File: config.mk
export PLATFORM = sky130hd
export DESIGN_NAME = servo_pwm_multi
export DESIGN_NICKNAME = d
export VERILOG_FILES = /design/src/rtl/servo_pwm_pkg.sv /design/src/rtl/servo_pwm_multi_timebase.sv /design/src/rtl/servo_pwm_multi.sv
export SDC_FILE = /design/constraint.sdc
export NUM_CORES = 1
export LEC_CHECK = 0
export CELL_PAD_IN_SITES_DETAIL_PLACEMENT = 1
export CELL_PAD_IN_SITES_GLOBAL_PLACEMENT = 1
export CORE_ASPECT_RATIO = 1.5
export CORE_MARGIN = 2
export CORE_UTILIZATION = 43
export CTS_CLUSTER_DIAMETER = 200
export CTS_CLUSTER_SIZE = 14
export DETAILED_ROUTE_END_ITERATION = 16
export MAX_ROUTING_LAYER = met4
export PLACE_DENSITY_LB_ADDON = 0.1
export SYNTH_ARGS = -nofsm -noshare
export SYNTH_HDL_FRONTEND = slang
export SYNTH_SLANG_ARGS = --single-unit
File: constraint.sdc
create_clock -name clk -period 3.04 [get_ports clk]
set_input_delay 0.76 -clock clk [delete_from_list [all_inputs] [get_ports clk]]
set_output_delay 0.76 -clock clk [all_outputs]
set_load 0.01 [all_outputs]
File: src/rtl/servo_pwm_pkg.sv
// servo_pwm_pkg: default servo timing constants and counter width helper
package servo_pwm_pkg;
  localparam int CLK_HZ           = 12_000_000;
  localparam int DEF_PRESCALE     = 120;
  localparam int DEF_PERIOD_TICKS = 2000;
  localparam int DEF_MIN_TICKS    = 100;
  localparam int DEF_SPAN_TICKS   = 100;
  function automatic int cnt_w(input int max_val);
    return (max_val < 1) ? 1 : $clog2(max_val + 1);
  endfunction
endpackage

File: src/rtl/servo_pwm_multi_timebase.sv
// pwm_timebase: shared prescaler and frame counter producing tick and frame boundary
module pwm_timebase
  import servo_pwm_pkg::*;
#(
  parameter int PRESCALE     = DEF_PRESCALE,
  parameter int PERIOD_TICKS = DEF_PERIOD_TICKS,
  localparam int PW = cnt_w(PRESCALE - 1),
  localparam int FW = cnt_w(PERIOD_TICKS)
) (
  input  logic          clk,
  input  logic          rst,
  output logic          tick_o,
  output logic          fb_o,
  output logic [FW-1:0] frm_cnt_o
);
  logic [PW-1:0] pre_q;
  logic [FW-1:0] frm_q;
  assign tick_o    = pre_q == PW'(PRESCALE - 1);
  assign fb_o      = tick_o && frm_q == FW'(PERIOD_TICKS - 1);
  assign frm_cnt_o = frm_q;
  always_ff @(posedge clk) begin
    if (rst) begin
      pre_q <= '0;
      frm_q <= '0;
    end else begin
      pre_q <= tick_o ? '0 : pre_q + 1'b1;
      if (tick_o) frm_q <= fb_o ? '0 : frm_q + 1'b1;
    end
  end
endmodule

File: src/rtl/servo_pwm_multi.sv
// servo_pwm_multi: N-channel servo PWM with frame-synchronous duty, enable and optional slew
module servo_pwm_multi
  import servo_pwm_pkg::*;
#(
  parameter int N_CH         = 4,
  parameter int DC_W         = 7,
  parameter int PRESCALE     = DEF_PRESCALE,
  parameter int PERIOD_TICKS = DEF_PERIOD_TICKS,
  parameter int MIN_TICKS    = DEF_MIN_TICKS,
  parameter int SPAN_TICKS   = DEF_SPAN_TICKS,
  parameter int SLEW_STEP    = 0
) (
  input  logic                 clk,
  input  logic                 rst,
  input  logic [N_CH-1:0]      en,
  input  logic [N_CH-1:0]      invert,
  input  logic [N_CH*DC_W-1:0] dc_in,
  input  logic [N_CH-1:0]      dc_load,
  output logic [N_CH-1:0]      pwm_out,
  output logic                 frame_start
);
  localparam int TW = (DC_W > cnt_w(SPAN_TICKS)) ? DC_W : cnt_w(SPAN_TICKS);
  localparam int CW = cnt_w(PERIOD_TICKS);
  if (MIN_TICKS + SPAN_TICKS > PERIOD_TICKS || PRESCALE < 1 || N_CH < 1) begin : g_bad_params
    $fatal(1, "servo_pwm_multi: invalid parameter set");
  end
  logic          tick, fb_raw, fb, frame_start_q;
  logic [CW-1:0] frm_cnt;
  logic [N_CH-1:0] act;
  pwm_timebase #(
    .PRESCALE    (PRESCALE),
    .PERIOD_TICKS(PERIOD_TICKS)
  ) u_timebase (
    .clk      (clk),
    .rst      (rst),
    .tick_o   (tick),
    .fb_o     (fb_raw),
    .frm_cnt_o(frm_cnt)
  );
  assign fb = tick & fb_raw;
  always_ff @(posedge clk) begin
    if (rst) frame_start_q <= 1'b0;
    else     frame_start_q <= fb;
  end
  for (genvar i = 0; i < N_CH; i++) begin : g_ch
    logic [TW-1:0] slice, target_q, target_d, app_q, app_d;
    logic          en_app_q, act_q, act_d;
    assign slice = TW'(dc_in[i*DC_W +: DC_W]);
    always_comb begin
      target_d = dc_load[i] ? ((slice > TW'(SPAN_TICKS)) ? TW'(SPAN_TICKS) : slice) : target_q;
      act_d    = en_app_q && (frm_cnt < CW'(MIN_TICKS) + CW'(app_q));
    end
    if (SLEW_STEP == 0) begin : g_direct
      always_comb app_d = target_q;
    end else begin : g_slew
      logic [TW-1:0] up, dn;
      always_comb begin
        up    = target_q - app_q;
        dn    = app_q - target_q;
        app_d = (target_q > app_q)
              ? ((32'(up) > SLEW_STEP) ? app_q + TW'(SLEW_STEP) : target_q)
              : ((32'(dn) > SLEW_STEP) ? app_q - TW'(SLEW_STEP) : target_q);
      end
    end
    always_ff @(posedge clk) begin
      if (rst) begin
        target_q <= '0;
        app_q    <= '0;
        en_app_q <= 1'b0;
        act_q    <= 1'b0;
      end else begin
        target_q <= target_d;
        act_q    <= act_d;
        if (fb) begin
          app_q    <= app_d;
          en_app_q <= en[i];
        end
      end
    end
    assign act[i] = act_q;
  end
  assign pwm_out     = act ^ invert;
  assign frame_start = frame_start_q;
endmodule

==> results.yml <==
synth:
  synth-edff-count: 0
  synth_flop_cell: "dfxtp_1"
  yosysWarningCount: 0
  syn-instance-count: 494
  ys_seq_area_share_pct: 38.8
  yosysUniqueCellTypes: 47
  syn_area_um2: 4280
  synthesis.nets: 570
  async_flop_share_pct: 0
  avgSynthCellArea_um2: 8.66
  synth-seq-cells: 83
finish:
  utilization_pct: 52.4
  final_cell_area_um2: 5080
  diodes: 0
  layout_commonest_cell: "dfxtp_1"
  fin_nets: 607
  drive_above_1_share_pct: 6.73
  syn2layout_area_growth_pct: 18.7
  final_cell_mix: "83 x dfxtp_1, 60 x a21oi_1, 53 x nand3_1"
floorplanning:
  rows: 44
  start_util_pct: 44.2
  core_um2: 9690
  die_area_um2: 10800
  die_y_um: 126
  ios: 47
  die_w_um: 85.5
global_routing:
  grt_pass1_vias: 3883
  grt_pass1_wl_um: 18400
  grt_usage_pct: 21.9
  antenna_found_initial: 0
  grt_overflow_total: 0
  grt_max_degree: 42
worst_setup_path:
  worstPathArrival_ns: 1.95
  crit_slowest_cell: "clkdlybuf4s50_1"
  start_kind: "input pin"
  critical-path-max-stage-delay_ns: 0.56
  path_max_fanout: 1
  path_common_cell: "clkdlybuf4s50_1"
  cp-end-kind: "output port"
  reg2reg_depth: 6
  r2r_end: "g_ch[0].app_q[5]"
  r2r_start: "u_timebase.frm_cnt_o[1]"
  worstSetupPathType: "in -> out"
  critPathLaunch: "invert[1]"
  required_ns: 2.28
  crit_path_end: "pwm_out[1]"
  path_cells: "clkdlybuf4s50_1 > xor2_1 > clkdlybuf4s50_1"
  r2r_setup_slack_ns: 0.77
clock_network:
  clock_tree.root_cell: "clkbuf_16"
  cts.clk_slew.worst_paths_ns: 0.06
  cts_buffer_depth: 2
  clock-sinks: 83
  numCtsBuffers: 9
  post_cts_buffers: 0
  ctsResizeCount: 0
  tritoncts: "done"
  cts_htree_levels: 3
  clkLatencyLatePin_ns: 0.34
  hold_buffers: 0
detailed_routing:
  wl_um: 10500
  drc_errors: 0
  wl_per_cell_um: 16.2
  via_per_inst: 5.69
  ant_nets: 0
  dr.pass1.iters: 4
  dr_total_vias: 3696
  first_iter_violations: 166
power_and_ir_drop:
  p_per_area_nw_per_um2: 454
  p_leak_nw: 1.96
  p_total_mw: 2.31
  vdd_drop_max_v: 0.000313
sta:
  post-route-period-util_pct: 89.0
  tightestPinTransition_ns: 0.593
  fmax_mhz: 369
  layout_setup_ws_ns: 0.333
  setup_violations: 0
  rsz0062_at_grt: "false"
  post-route-min-period_ns: 2.71
  slew_violations: 0
  hold_violations: 0
  fin_tns_setup_ns: 0
  finClkSkew_ns: 0.00619
  slew_headroom_pct: 60.5
place:
  gp_congestion: 0.846
  pre_cts_slack_ns: 0.339
  place_hpwl_um: 7480
  port-buffer-count: 46
  placed_area_um2: 4800
status:
  status: "completed"
run:
  maxCapViolCount: 0
worst_hold_path:
  worstHoldPathType: "reg -> reg"
-- power breakdown --
part           switching, mW  internal, mW
clock                  0.420         0.613
combinational         0.0641        0.0836
sequential            0.0139          1.11
-- synthesized netlist by cell type, drive strengths merged (2+ instances only) --
cell,instances,share of area (%)
a21o,7,1.2
a21oi,60,7.0
a31oi,5,0.73
a41oi,3,0.61
and3,2,0.32
and4,3,0.67
buf,16,2.4
clkbuf,14,1.3
dfxtp,83,39
ha,34,9.9
inv,11,0.96
mux2i,8,1.9
nand2,19,1.7
nand2b,14,2.0
nand3,53,6.2
nand4,7,1.2
nand4b,4,0.82
nor2,31,2.7
nor2b,9,1.5
nor3,18,2.1
nor3b,9,1.6
nor4,8,2.0
o21a,3,0.53
o21ai,37,4.3
xnor2,20,4.1
xor2,7,1.4
-- metal layers --
metal  part of all wire (%)  vias to the layer above  track usage (%)
met1                     43                     1785             24.7
met2                     53                       45             38.2
met5                      0                        -                -
met4                    1.9                        0             7.75
li1                       -                     1854                -
met3                    2.5                       12             4.13
-- stage by stage --
| stage | hold WS, ns | cells |
|---|---|---|
| floorplan | 0.424 | 494 |
| global placement | 0.436 | 635 |
| detailed placement | 0.454 | 635 |
| CTS | 0.465 | 650 |
| global route | 0.488 | 650 |
| finish | 0.462 | 650 |
-- area by class of cell --
class,count,area [um2]
fillers,1159,4610
clock inverters,2,10.0
clock buffers,13,270
repair buffers,56,531
well taps,115,144
flip-flops and latches,83,1660
multi-input cells,370,2420
inverters,11,41.3
-- worst max-delay path: cells and delay by family --
kind	cells	cell delay (ns)
xor gates and xnor gates	1	0.15
buffers and inverters	2	1.04
-- flip-flops by register name, indices dropped and copies added (netlist names) --
register	flops
u_timebase.frm_cnt_o	11
frame_start	1
u_timebase.pre_q	7
g_ch.app_q	28
g_ch.en_app_q	4
g_ch.act_q	4
g_ch.app_d	28
-- how the worst min path moves through the flow --
stage	start	to	slack, ns	cells past startpoint
4_1_cts	g_ch[0].app_d[1]	g_ch[0].app_q[1]	0.46	2
5_1_grt	g_ch[3].app_d[5]	g_ch[3].app_q[5]	0.49	2
3_3_place_gp	u_timebase.pre_q[0]	u_timebase.pre_q[0]	0.44	1
2_1_floorplan	u_timebase.pre_q[0]	u_timebase.pre_q[0]	0.42	1
3_5_place_dp	g_ch[0].app_d[1]	g_ch[0].app_q[1]	0.45	2
6_report	g_ch[0].app_d[1]	g_ch[0].app_q[1]	0.46	2
-- cells by family (layout without fill, tap and decap cells) --
logic type / count (synthesis) / in the layout / synth area share, %
AND/OR/NAND/NOR: 179 / 179 / 23.4
flip-flops: 83 / 83 / 38.8
buffers and inverters: 41 / 82 / 4.68
AO/OA/AOI/OAI: 122 / 122 / 15.8
adder cells (fa/ha/maj): 34 / 34 / 9.94
XOR/XNOR: 27 / 27 / 5.52
multiplexers: 8 / 8 / 1.87
Power figures use the tool's default switching activity.
